===== config.mk =====
export PLATFORM = sky130hd
export DESIGN_NAME = tchk_flat
export DESIGN_NICKNAME = d
export VERILOG_FILES = /design/src/rtl/tchk_if.sv /design/src/rtl/tchk.sv /design/src/flat_wrapper.sv
export SDC_FILE = /design/constraint.sdc
export NUM_CORES = 1
export LEC_CHECK = 0
export BUFFER_PORTS_ARGS = -buffer_cell sky130_fd_sc_hd__buf_2
export CORE_ASPECT_RATIO = 1.75
export CORE_MARGIN = 2
export CORE_UTILIZATION = 30
export DETAILED_ROUTE_END_ITERATION = 6
export PLACE_DENSITY = 0.59
export SETUP_SLACK_MARGIN = 0.2
export SKIP_LAST_GASP = 1
export SLEW_MARGIN = 10
export SYNTH_ARGS = -nofsm -noshare
export SYNTH_HDL_FRONTEND = slang
export SYNTH_SLANG_ARGS = --single-unit

===== constraint.sdc =====
create_clock -name clk -period 3.45 [get_ports clk]
set_input_delay 0.1725 -clock clk [delete_from_list [all_inputs] [get_ports clk]]
set_output_delay 0.1725 -clock clk [all_outputs]
set_load 0.02 [all_outputs]

===== src/rtl/tchk_if.sv =====
// Packet FIFO read port between the FIFO and the checker.
// The FIFO side drives head data and empty; the checker drives the pop strobe.
interface tchk_if;
  logic [63:0] packet_fifo_rd_data;
  logic        packet_fifo_empty;
  logic        packet_fifo_re;

  modport master (
    output packet_fifo_rd_data,
    output packet_fifo_empty,
    input  packet_fifo_re
  );

  modport slave (
    input  packet_fifo_rd_data,
    input  packet_fifo_empty,
    output packet_fifo_re
  );
endinterface


===== src/rtl/tchk.sv =====
// Test packet checker: pops words from a first-word-fall-through FIFO, hunts
// for start-of-packet, checks header sequence numbers and incrementing-lane
// payload, and keeps saturating good/bad/error counts plus a sticky error.
//
// state | meaning
// HUNT  | discarding words until SOP; new packets only start while enable=1
// HDR   | next popped word is the header (salt, reserved zero, sequence)
// DATA  | comparing payload words against the expected lane pattern
module tchk #(
  parameter int PKT_WORDS = 512
) (
  input  logic        clk,
  input  logic        reset_l,
  input  logic        enable,
  tchk_if.slave       fifo,
  output logic [31:0] pkt_good_count,
  output logic [31:0] pkt_bad_count,
  output logic [31:0] word_err_count,
  output logic [15:0] seq_err_count,
  output logic        error
);

  localparam int          CW       = $clog2(PKT_WORDS);
  localparam logic [CW-1:0] CNT_LOAD = CW'(PKT_WORDS - 3);
  localparam logic [63:0] SOP      = 64'hFFFF_FFFF_FFFF_FFFF;

  typedef enum logic [1:0] {HUNT, HDR, DATA} state_t;

  state_t        state, state_nxt;
  logic [15:0]   exp_lane;
  logic [31:0]   exp_seq;
  logic          seq_locked;
  logic          bad;
  logic [CW-1:0] word_cnt;

  logic          pop;
  logic          is_sop;
  logic          data_mis;
  logic [63:0]   word;
  logic [63:0]   exp_word;
  logic          hdr_load, data_adv, mark_bad, clear_bad;
  logic          inc_good, inc_bad, inc_word, inc_seq;

  function automatic logic [31:0] sat32(input logic [31:0] v);
    return (v == 32'hFFFF_FFFF) ? v : v + 32'd1;
  endfunction

  function automatic logic [15:0] sat16(input logic [15:0] v);
    return (v == 16'hFFFF) ? v : v + 16'd1;
  endfunction

  assign word     = fifo.packet_fifo_rd_data;
  assign is_sop   = (word == SOP);
  assign exp_word = {exp_lane + 16'd3, exp_lane + 16'd2, exp_lane + 16'd1, exp_lane};
  assign data_mis = (word != exp_word);
  assign pop      = !fifo.packet_fifo_empty && (state != HUNT || enable);
  assign fifo.packet_fifo_re = pop;

  // State register; reset mid-packet simply drops the packet uncounted.
  always_ff @(posedge clk) begin
    if (!reset_l) state <= HUNT;
    else          state <= state_nxt;
  end

  // Next-state decode and per-word check results for the popped word.
  always_comb begin
    state_nxt = state;
    hdr_load  = 1'b0;
    data_adv  = 1'b0;
    mark_bad  = 1'b0;
    clear_bad = 1'b0;
    inc_good  = 1'b0;
    inc_bad   = 1'b0;
    inc_word  = 1'b0;
    inc_seq   = 1'b0;
    case (state)
      HUNT: begin
        if (pop && is_sop) begin
          state_nxt = HDR;
          clear_bad = 1'b1;
        end
      end
      HDR: begin
        if (pop) begin
          if (is_sop) begin
            inc_word = 1'b1;
            mark_bad = 1'b1;
          end else begin
            hdr_load  = 1'b1;
            state_nxt = DATA;
            if (word[47:32] != 16'h0000) begin
              inc_word = 1'b1;
              mark_bad = 1'b1;
            end
            if (seq_locked && word[31:0] != exp_seq) begin
              inc_seq  = 1'b1;
              mark_bad = 1'b1;
            end
          end
        end
      end
      DATA: begin
        if (pop) begin
          if (is_sop) begin
            // Truncated packet: count it bad and treat this SOP as the next one.
            inc_bad   = 1'b1;
            inc_word  = 1'b1;
            clear_bad = 1'b1;
            state_nxt = HDR;
          end else begin
            data_adv = 1'b1;
            if (data_mis) begin
              inc_word = 1'b1;
              mark_bad = 1'b1;
            end
            if (word_cnt == '0) begin
              state_nxt = HUNT;
              if (bad || data_mis) inc_bad  = 1'b1;
              else                 inc_good = 1'b1;
            end
          end
        end
      end
      default: state_nxt = HUNT;
    endcase
  end

  // Expected-value tracking, packet flags and saturating counters.
  always_ff @(posedge clk) begin
    if (!reset_l) begin
      exp_lane       <= '0;
      exp_seq        <= '0;
      seq_locked     <= 1'b0;
      bad            <= 1'b0;
      word_cnt       <= '0;
      pkt_good_count <= '0;
      pkt_bad_count  <= '0;
      word_err_count <= '0;
      seq_err_count  <= '0;
      error          <= 1'b0;
    end else begin
      if (clear_bad)     bad <= 1'b0;
      else if (mark_bad) bad <= 1'b1;
      if (hdr_load) begin
        exp_lane   <= word[63:48] + 16'd1;
        word_cnt   <= CNT_LOAD;
        seq_locked <= 1'b1;
        exp_seq    <= word[31:0] + 32'd1;
      end
      // Lanes advance even on a mismatch so one bad word costs one error.
      if (data_adv) begin
        exp_lane <= exp_lane + 16'd4;
        word_cnt <= word_cnt - 1'b1;
      end
      if (inc_good) pkt_good_count <= sat32(pkt_good_count);
      if (inc_bad)  pkt_bad_count  <= sat32(pkt_bad_count);
      if (inc_word) word_err_count <= sat32(word_err_count);
      if (inc_seq)  seq_err_count  <= sat16(seq_err_count);
      if (inc_bad || inc_word || inc_seq) error <= 1'b1;
    end
  end

endmodule

===== src/flat_wrapper.sv =====
// flat-port wrapper written by rule: the top's interface ports become plain ports
module tchk_flat 
#(
  parameter int PKT_WORDS = 512
)
  (clk, reset_l, enable, pkt_good_count, pkt_bad_count, word_err_count, seq_err_count, error, fifo_packet_fifo_rd_data, fifo_packet_fifo_empty, fifo_packet_fifo_re);
  tchk_if fifo_i ();
  input  logic clk;
  input  logic reset_l;
  input  logic enable;
  output logic [31:0] pkt_good_count;
  output logic [31:0] pkt_bad_count;
  output logic [31:0] word_err_count;
  output logic [15:0] seq_err_count;
  output logic error;
  input wire logic [$bits(fifo_i.packet_fifo_rd_data)-1:0] fifo_packet_fifo_rd_data;
  input wire logic [$bits(fifo_i.packet_fifo_empty)-1:0] fifo_packet_fifo_empty;
  output wire logic [$bits(fifo_i.packet_fifo_re)-1:0] fifo_packet_fifo_re;
  assign fifo_i.packet_fifo_rd_data = fifo_packet_fifo_rd_data;
  assign fifo_i.packet_fifo_empty = fifo_packet_fifo_empty;
  assign fifo_packet_fifo_re = fifo_i.packet_fifo_re;
  tchk #(.PKT_WORDS(PKT_WORDS)) u_core (.clk(clk), .reset_l(reset_l), .enable(enable), .fifo(fifo_i), .pkt_good_count(pkt_good_count), .pkt_bad_count(pkt_bad_count), .word_err_count(word_err_count), .seq_err_count(seq_err_count), .error(error));
endmodule

==> flow_summary.ini <==
[synth]
synth_cell_types = 85
syn_nets = 1536
synth_top_family_by_area = simple AND/OR/NAND/NOR gates
syn_area_sq_um = 11460
synthMuxAreaShare = 0.04215
yosys.area_share.xor_xnor = 0.1261
synth_compound_area_frac = 0.1388
syn_avg_cell_area_sq_um = 7.891
yosysWarnings = 0
ys_ff_latch = 174
syn_inst = 1452
synth-edff-count = 0
synth-adder-area-share = 0.01747
synth_flop_cell = dfxtp_1
ys_seq_area_frac = 0.3040
synth-simple-area-share = 0.3198
async_flop_share = 0

[worst_hold_path]
holdPathStages = 3
hp-start = fifo_packet_fifo_rd_data[48]
min_path_type = primary input to flip-flop
min_to = u_core.exp_lane[0]

[clock_network]
root_buffer = clkbuf_16
cts.sinks = 174
clock_latency_ns = 0.46
numCtsBuffers = 17
path_clk_slew_ns = 0.07
h-tree-depth = 4
cts_tree = yes
cts_buffer_depth = 2

[power]
p_per_area_nw_per_um2 = 306.4
p_leak_uw = 0.005646
vdd_drop_max_mv = 0.3292

[setup_path]
critPathRequiredTime_ns = 3.81
end_kind = flip-flop
crit_type = flip-flop to flip-flop
start_kind = flip-flop
crit_arrival_ns = 3.55
cp_max_fo = 16
r2r-start = u_core.exp_lane[14]
crit_chain = nand4_1, nor4_4, mux2i_1, nand4_1, nor4_4, nand4_4, buf_12, buf_4, nor3_4, buf_12, a21oi_1, a31o_2
rr_worst_depth = 12
slowest_delay_ns = 0.56
reg2reg_slack_ns = 0.25
regToRegEndpoint = u_core.pkt_good_count[13]
cp_slowest_cell = dfxtp_1

[route]
dr.pass1.iters = 5
detail-route-antenna-nets = 0
vias = 11546
drt_iter0_drc = 577
finalWirelength_um = 40420
routedWlPerCell_um = 18.89
viasPerCell = 5.395
drc = 0

[grt]
grt.total_usage = 0.1996
grt_max_degree = 75
grt_overflow = 0
grt-busiest-layer = met2
antenna_found_initial = 2
grt_pass1_wl_um = 61420
grtUsageMet1 = 0.1982
grt_pass1_vias = 11079
met2_usage = 0.3579
grt_use_met3 = 0.04115

[finish]
final_area_sq_um = 14130
ff_latch_area_sq_um = 3496
area.growth.synth_to_final_pct = 23.30
drive_gt1_frac = 0.2248
fill_cells = 3879
layout.nets = 1731
layout_commonest_cell = buf_2
most-common-layout-cells = buf_2 (180), dfxtp_1 (166), nand2_1 (128), nor2_1 (128), xor2_1 (85)
utilization = 0.3754
multi_input_area_sq_um = 7576

[place]
place_area_sq_um = 13140
dp_hpwl_um = 30810
io_buffer_count = 181
place_ws_ns = -0.03625
gp_congestion = 0.9525

[sta]
worst_slew_pin_slew_ns = 1.144
slew_viol_final = 0
max_slew_margin = 0.2347
hold_viol = 0
fmax_mhz = 312.8
clock_skew_ns = 0.01003
rsz0062_at_grt = true
setup_viol_count_final = 0
layout_setup_ws_ns = 0.2530
fin_crit_sh = 0.9267
period_needed_ns = 3.197

[die]
core_sq_um = 37640
die_height_um = 262.5
rows = 94
initial_utilization = 0.3044
die-area_sq_um = 39830
die_width_um = 151.7
io_pins = 182

[run]
cap_viol_max_count = 0

[status]
outcome = finished clean
[cells by family (layout without fill, tap and decap cells)]
family | after synthesis | after routing
compound gates | 235 | 235
xor+xnor | 165 | 165
fa+ha+maj | 16 | 16
buf+inv | 138 | 345
flops | 174 | 174
mux | 47 | 47
other cells | 0 | 1
simple gates | 677 | 677
[power breakdown]
| part | leakage [uW] | switching (uW) | internal (uW) |
|---|---|---|---|
| clock | 0.000269 | 910 | 1070 |
| combinational | 0.00397 | 222 | 116 |
| sequential | 0.00140 | 0.000000000000139 | 2010 |
[state kept, by name, indices dropped and copies added, names as in the netlist]
signal                 count
u_core.word_cnt            9
u_core.error               1
u_core.seq_err_count      16
u_core.exp_seq            32
u_core.bad                 1
u_core.exp_lane           16
u_core.pkt_bad_count      32
u_core.seq_locked          1
u_core.word_err_count     32
u_core.pkt_good_count     32
u_core.state               2
[metal layers]
metal,vias to the layer above,share of wire
met5,-,0.00067
met2,367,0.52
met1,5446,0.36
met3,135,0.048
met4,4,0.077
li1,5594,-
[through the flow]
step / total power (uW) / instances / setup TNS (ns) / hold WS [ns]
2_1_floorplan: 2246 / 1452 / 0 / 0.2681
3_3_place_gp: 2379 / 2088 / 0 / 0.4441
3_5_place_dp: 2384 / 2088 / -0.07559 / 0.4530
4_1_cts: 4383 / 2127 / 0 / 0.01913
5_1_grt: 4492 / 2139 / 0 / 0.04925
6_report: 4329 / 2140 / 0 / 0.04414
[how the worst max path moves through the flow]
stage / startpoint / end / slack [ns] / depth (start not counted)
final: u_core.exp_lane[14] / u_core.pkt_good_count[13] / 0.25 / 12
after global routing: u_core.exp_lane[2] / u_core.pkt_bad_count[24] / 0.10 / 16
after CTS: u_core.exp_lane[1] / u_core.pkt_bad_count[23] / 0.19 / 14
after detailed placement: u_core.exp_lane[2] / u_core.pkt_good_count[22] / -0.04 / 12
after global placement: u_core.exp_lane[1] / u_core.pkt_good_count[5] / 0.03 / 13
after floorplan: u_core.exp_lane[1] / u_core.pkt_good_count[13] / 0.21 / 13
[worst max-delay path, delay by kind of cell (launching register included)]
kind                   cells  cell delay (ns)
multiplexers               1             0.25
AO/OA/AOI/OAI              2             0.28
buffers and inverters      3             0.48
flip-flops                 1             0.56
AND/OR/NAND/NOR            6             1.50
[Yosys cell counts, types with 31 or more instances]
master,n,share of area
inv_1,36,0.012
nand2_1,128,0.042
nand3_1,75,0.033
clkbuf_1,62,0.020
and3_1,38,0.021
nor2_1,128,0.042
nand4_1,65,0.035
nand2b_1,53,0.029
xor2_1,85,0.065
xnor2_1,80,0.061
a21oi_1,62,0.027
buf_2,31,0.014
nor3_1,45,0.020
mux2i_1,46,0.040
o21ai_0,46,0.020
a211oi_1,38,0.025
dfxtp_1,174,0.30
[final cells by class]
cell class,count,share of cell area
Antenna cell,1,0.0001771
Clock buffer,20,0.03091
Clock inverter,11,0.009477
Inverter,37,0.01001
Multi-Input combinational cell,1140,0.5363
Sequential cell,174,0.2475
Tap cell,480,0.04251
Timing Repair Buffer,277,0.1232
[what timing repair did]
action,in CTS,in global routing
endpoints found under the hold margin,1,0
setup endpoints to repair,68,99
gates resized for setup,26,31
pin swaps,12,18
hold buffers,1,0
setup buffers,7,12
No activity file was read; power rests on OpenSTA's default activity.
